[config.mk]
export PLATFORM = sky130hd
export DESIGN_NAME = table_rmw_ctrl
export DESIGN_NICKNAME = d
export VERILOG_FILES = /design/src/rtl/table_rmw_ctrl.sv
export SDC_FILE = /design/constraint.sdc
export NUM_CORES = 1
export LEC_CHECK = 0
export CORE_MARGIN = 4
export CORE_UTILIZATION = 48
export DETAILED_ROUTE_END_ITERATION = 7
export HOLD_SLACK_MARGIN = 0.1
export PLACE_DENSITY = 0.84
export SLEW_MARGIN = 20
export SYNTH_ARGS = -nofsm -noshare
export SYNTH_HDL_FRONTEND = slang
export SYNTH_SLANG_ARGS = --single-unit
[constraint.sdc]
create_clock -name clk_i -period 6.3 [get_ports clk_i]
set_input_delay 1.26 -clock clk_i [delete_from_list [all_inputs] [get_ports clk_i]]
set_output_delay 1.26 -clock clk_i [all_outputs]
set_load 0.03 [all_outputs]
[src/rtl/table_rmw_ctrl.sv]
// ---------------------------------------------------------------------------
// table_rmw_ctrl
//
// Read-modify-write controller for a counter table held in an external
// dual-port SRAM (port A read-only, port B write-only). Each accepted request
// adds an unsigned increment to one table entry, saturating at all-ones.
// A clear request waits for the in-flight update to finish, then zeroes the
// whole table with one port-B write per cycle.
//
// Pipeline (one update per cycle sustained):
//   cycle N   : accept request, issue port-A read, capture into stage 1
//   cycle N+1 : add, saturate, write result on port B
//   cycle N+2 : registered response (addr, new value, saturation flag)
// A request that hits the address currently in stage 1 takes its old value
// from the last port-B write data instead of the (stale) SRAM read.
//
// Ports:
//   clk_i, rst_i                  clock, synchronous active-high reset
//   req_valid_i/req_ready_o       update request handshake
//   req_addr_i, req_inc_i         entry to update, zero-extended increment
//   clear_i, clear_done_o         clear-table request, completion pulse
//   ram_*_a_*                     SRAM port A (read)
//   ram_*_b_*                     SRAM port B (write)
//   resp_valid_o, resp_addr_o,
//   resp_data_o, resp_sat_o       completed-update report
// ---------------------------------------------------------------------------
module table_rmw_ctrl #(
    parameter int RAM_WIDTH     = 40,
    parameter int RAM_ADDR_BITS = 16,
    parameter int INC_WIDTH     = 16
) (
    input  logic                     clk_i,
    input  logic                     rst_i,
    input  logic                     req_valid_i,
    output logic                     req_ready_o,
    input  logic [RAM_ADDR_BITS-1:0] req_addr_i,
    input  logic [INC_WIDTH-1:0]     req_inc_i,
    input  logic                     clear_i,
    output logic                     clear_done_o,
    output logic                     ram_en_a_o,
    output logic                     ram_we_a_o,
    output logic [RAM_ADDR_BITS-1:0] ram_addr_a_o,
    input  logic [RAM_WIDTH-1:0]     ram_rdata_a_i,
    output logic                     ram_en_b_o,
    output logic                     ram_we_b_o,
    output logic [RAM_ADDR_BITS-1:0] ram_addr_b_o,
    output logic [RAM_WIDTH-1:0]     ram_wdata_b_o,
    output logic                     resp_valid_o,
    output logic [RAM_ADDR_BITS-1:0] resp_addr_o,
    output logic [RAM_WIDTH-1:0]     resp_data_o,
    output logic                     resp_sat_o
);

    typedef enum logic [1:0] {
        IDLE  = 2'd0,
        DRAIN = 2'd1,
        CLEAR = 2'd2
    } state_t;

    state_t r_state, w_next;

    // stage 1
    logic                     r_s1_valid;
    logic [RAM_ADDR_BITS-1:0] r_s1_addr;
    logic [INC_WIDTH-1:0]     r_s1_inc;
    logic                     r_s1_fwd;
    logic [RAM_WIDTH-1:0]     r_last_wdata;

    logic [RAM_ADDR_BITS-1:0] r_cnt;
    logic                     r_done;
    logic                     r_resp_valid;
    logic [RAM_ADDR_BITS-1:0] r_resp_addr;
    logic [RAM_WIDTH-1:0]     r_resp_data;
    logic                     r_resp_sat;

    logic                     w_accept;
    logic                     w_clear_last;
    logic [RAM_WIDTH-1:0]     w_old;
    logic [RAM_WIDTH:0]       w_sum;
    logic                     w_sat;
    logic [RAM_WIDTH-1:0]     w_new;

    // ---------------- add / saturate ----------------
    always_comb begin
        w_old = r_s1_fwd ? r_last_wdata : ram_rdata_a_i;
        // one extra bit catches the carry out, which is exactly the saturation case
        w_sum = {1'b0, w_old} + {{(RAM_WIDTH + 1 - INC_WIDTH){1'b0}}, r_s1_inc};
        w_sat = w_sum[RAM_WIDTH];
        w_new = w_sat ? {RAM_WIDTH{1'b1}} : w_sum[RAM_WIDTH-1:0];
    end

    // ---------------- FSM state register ----------------
    always_ff @(posedge clk_i) begin
        if (rst_i) r_state <= IDLE;
        else       r_state <= w_next;
    end

    // ---------------- FSM next state / SRAM controls ----------------
    always_comb begin
        w_next        = r_state;
        req_ready_o   = 1'b0;
        w_accept      = 1'b0;
        w_clear_last  = 1'b0;
        ram_en_a_o    = 1'b0;
        ram_we_a_o    = 1'b0;
        ram_addr_a_o  = '0;
        ram_en_b_o    = 1'b0;
        ram_we_b_o    = 1'b0;
        ram_addr_b_o  = '0;
        ram_wdata_b_o = '0;

        case (r_state)
            IDLE: begin
                // clear wins over a request in the same cycle
                req_ready_o = !clear_i;
                w_accept    = req_valid_i && !clear_i;
                if (clear_i) w_next = DRAIN;
            end
            DRAIN: begin
                if (!r_s1_valid) w_next = CLEAR;
            end
            CLEAR: begin
                ram_en_b_o = 1'b1;
                ram_we_b_o = 1'b1;
                ram_addr_b_o = r_cnt;
                if (&r_cnt) begin
                    w_next       = IDLE;
                    w_clear_last = 1'b1;
                end
            end
            default: w_next = IDLE;
        endcase

        if (w_accept) begin
            ram_en_a_o   = 1'b1;
            ram_addr_a_o = req_addr_i;
        end

        // stage 1 is never valid during CLEAR, so port B has one owner at a time
        if (r_s1_valid) begin
            ram_en_b_o    = 1'b1;
            ram_we_b_o    = 1'b1;
            ram_addr_b_o  = r_s1_addr;
            ram_wdata_b_o = w_new;
        end

        // reset aborts immediately: no handshake, no SRAM activity this cycle
        if (rst_i) begin
            w_next        = IDLE;
            req_ready_o   = 1'b0;
            w_accept      = 1'b0;
            w_clear_last  = 1'b0;
            ram_en_a_o    = 1'b0;
            ram_addr_a_o  = '0;
            ram_en_b_o    = 1'b0;
            ram_we_b_o    = 1'b0;
            ram_addr_b_o  = '0;
            ram_wdata_b_o = '0;
        end
    end

    // ---------------- datapath registers ----------------
    always_ff @(posedge clk_i) begin
        if (rst_i) begin
            r_s1_valid   <= 1'b0;
            r_s1_addr    <= '0;
            r_s1_inc     <= '0;
            r_s1_fwd     <= 1'b0;
            r_last_wdata <= '0;
            r_cnt        <= '0;
            r_done       <= 1'b0;
            r_resp_valid <= 1'b0;
            r_resp_addr  <= '0;
            r_resp_data  <= '0;
            r_resp_sat   <= 1'b0;
        end else begin
            r_s1_valid <= w_accept;
            // forward when the new request collides with the write happening now
            r_s1_fwd   <= w_accept && r_s1_valid && (r_s1_addr == req_addr_i);
            if (w_accept) begin
                r_s1_addr <= req_addr_i;
                r_s1_inc  <= req_inc_i;
            end
            if (r_s1_valid) r_last_wdata <= w_new;

            r_resp_valid <= r_s1_valid;
            if (r_s1_valid) begin
                r_resp_addr <= r_s1_addr;
                r_resp_data <= w_new;
                r_resp_sat  <= w_sat;
            end

            // counter wraps to 0 after the last clear write
            if (r_state == CLEAR)      r_cnt <= r_cnt + 1'b1;
            else if (r_state == DRAIN) r_cnt <= '0;

            r_done <= w_clear_last;
        end
    end

    assign clear_done_o = r_done;
    assign resp_valid_o = r_resp_valid;
    assign resp_addr_o  = r_resp_addr;
    assign resp_data_o  = r_resp_data;
    assign resp_sat_o   = r_resp_sat;

endmodule

==> impl_metrics.yaml, run 1 <==
sta:
  slew_headroom: 0.4586
  hold_violations: 0
  fin_worst_skew_ns: 0.009187
  grt_setup_unrepaired: "false"
  finalSetupTns_ns: 0
  worst_pin_slew_ns: 0.8121
  max_freq_mhz: 162.6
  post-route-period-util: 0.9765
  setup_viol: 0
  finalMaxSlewViolations: 0
  fin_hold_ws_ns: 0.4742
  fin_crit_ns: 6.152
setup_path:
  critPathCaptureType: "output port"
  critical-path-slowest-cell: "clkdlybuf4s50_1"
  critical_path_class: "in2out"
  path_cells: "clkdlybuf4s50_1 > mux2_2 > ha_1 > fa_1 > a211oi_1 > o21a_1 > a211oi_2 > o21a_2 > nand2b_2 > nor4b_2 > xor2_1 > a21oi_1 > clkdlybuf4s50_1"
  start_kind: "input port"
  ff2ff_path_depth: 11
  path_common_cell: "clkdlybuf4s50_1"
  required_ns: 5.04
  critPathArrivalTime_ns: 4.89
  crit_fanout: 7
  slowest_delay_ns: 0.69
routing:
  drtIter0Drc: 504
  postRouteAntennaNets: 0
  route.detailed.drc: 0
  routedWlPerCell_um: 18.02
  via_count: 6935
  via_per_inst: 5.736
  wl_um: 21780
  dr.pass1.iters: 5
synthesis:
  yosys.area_share.simple: 0.2339
  synthAdderAreaFrac: 0.04278
  synth_area_leader_cell: "dfxtp_1"
  syn-num-nets: 942
  synth_xor_area_frac: 0.07995
  synth_top_area_frac: 0.3220
  ys.flop_type: "dfxtp_1"
  synth-seq-area-share: 0.3220
  ys_ff_latch: 111
  synthTopCellsByArea: "dfxtp_1, mux2i_1, nand2_1, a21oi_1, nor2_1"
  syn-cell-area_um2: 6902
  muxShareOfSynthArea: 0.08738
  synth_compound_area_frac: 0.1793
  yosys-top-cells-count: "dfxtp_1, nand2_1, nor2_1"
  syn_inst: 843
  synth.avg_cell_area_um2: 8.187
  synth.distinct_cells: 68
  ys_warn_count: 0
  async_flop_share: 0
  yosysMostFrequentCell: "dfxtp_1"
  synth-edff-count: 0
  synth_top_family_by_area: "simple AND/OR/NAND/NOR gates"
power_and_ir_drop:
  power_leakage_uw: 0.003665
  ir_drop_v: 0.0001607
  powerDensity_nw_per_um2: 213.7
cts:
  insertion_delay_ns: 0.35
  root_buffer: "clkbuf_16"
  clock_sinks: 111
  hold_buffers: 0
  cts-htree-levels: 3
  cts_buffer_depth: 2
  cts_setup_buffers: 0
  cts_tree: "built"
  clk_pin_slew_ns: 0.07
  cts_made_buffers: 9
global_route:
  grt_antenna_before_repair: 0
  grt_max_degree: 64
  grt_pass1_wl_um: 34460
  gr-total-overflow: 0
  grt_pass1_vias: 6710
  globalRouteTotalUtil: 0.2594
die:
  die_height_um: 127.9
  die_area_um2: 16360
  core-area_um2: 13990
  die_x_um: 127.9
  ioPinCount: 212
  row_count: 43
  start_util: 0.4934
worst_hold_path:
  hold_depth: 1
  holdCritPathClass: "reg2reg"
placement:
  post_dp_cell_area_um2: 9075
  port_buffers: 210
  gp_congestion: 0.9436
  dp.cells: 1193
  dp_hpwl_um: 15930
cells_and_area:
  final_area_um2: 9384
  diodes: 0
  final_cells: 1209
  area_growth_pct: 35.97
  drive_gt1_frac: 0.07775
  nets: 1123
  utilization: 0.6708
run_status:
  status: "finished, final reports clean"
run:
  drv_cap: 0
==> worst max-delay path, delay by kind of cell <==
family,cells,cell delay (ns)
compound gates,5,1.15
xor+xnor,1,0.18
fa+ha+maj,2,0.64
buf+inv,2,1.09
mux,1,0.27
simple gates,2,0.31
==> metal layers <==
metal | part of all wire | vias up | track usage
met5 | 0 | - | 0
met4 | 0.026 | 0 | 0.09738
met3 | 0.090 | 41 | 0.06958
met2 | 0.47 | 319 | 0.4264
met1 | 0.41 | 3262 | 0.3256
li1 | - | 3313 | -
==> power by group <==
group	total [uW]	switching (uW)	internal, uW
clock network	603	286	317
logic	601	347	254
registers	801	49.9	751
==> path summary, 6_finish.rpt <==
check | startpoint | slack [ns] | endpoint
setup reg to reg | r_s1_fwd$_SDFF_PP0_ | 2.39 | resp_data_o[15]$_SDFFE_PP0P_
setup / recovery | ram_rdata_a_i[0] | 0.15 | ram_wdata_b_o[30]
hold reg to reg | resp_data_o[4]$_SDFFE_PP0P_ | 0.47 | resp_data_o[4]$_SDFFE_PP0P_
hold / removal | resp_data_o[4]$_SDFFE_PP0P_ | 0.47 | resp_data_o[4]$_SDFFE_PP0P_
==> repair_timing <==
action                                  4_1_cts  5_1_grt
resized for setup                             0        2
endpoints found under the setup margin        0        2
endpoints found under the hold margin         0        0
==> logic make-up (layout without fill, tap and decap cells) <==
family          count (synthesis)  count (layout)
compound gates                183             183
xor+xnor                       63              63
fa+ha+maj                      23              23
buf+inv                        82             268
flops                         111             111
mux                            58              58
other cells                     1               1
simple gates                  322             322
==> final cells by class <==
cell class	instances	area [um^2]
inverters	26	97.59
repair buffers	226	2222
clock inverters	6	75.07
flip-flops and latches	111	2227
clock buffers	10	229.0
multi-input cells	650	4308
well taps	180	225.2
fillers	1153	4604
==> flip-flops by register name, summed over array words and instances (netlist names) <==
| signal | count |
|---|---|
| resp_sat_o | 1 |
| r_cnt | 16 |
| r_s1_fwd | 1 |
| r_state | 2 |
| r_s1_addr | 16 |
| clear_done_o | 1 |
| r_s1_valid | 1 |
| resp_addr_o | 16 |
| resp_data_o | 40 |
| r_s1_inc | 16 |
| resp_valid_o | 1 |
==> metrics by stage <==
| step | setup slack, ns | power (uW) |
|---|---|---|
| 5_1_grt | 0.02860 | 2102 |
| 6_report | 0.1481 | 2005 |
| 3_5_place_dp | 0.1526 | 1412 |
| 4_1_cts | 0.1041 | 2012 |
| 3_3_place_gp | 0.2217 | 1401 |
| 2_1_floorplan | 0.7938 | 1195 |
==> cells in the final DEF (no fill, tap or decap), drive strengths merged, types with 27 or more instances in the layout <==
master | netlist | routed
mux2i | 40 | 40
clkdlybuf4s50 | 0 | 202
nand2 | 104 | 104
xnor2 | 36 | 36
nand3 | 33 | 33
nor2 | 85 | 85
xor2 | 27 | 27
a21oi | 69 | 69
dfxtp | 111 | 111
inv | 25 | 29
Note: power is estimated with default switching activity, not from simulation.
==> inputs of run 2 (changes only) <==
- CTS_CLUSTER_SIZE: not set -> 30
==> results of run 2 <==
No change in the layout: final DEF, timing and power equal those of run 1.
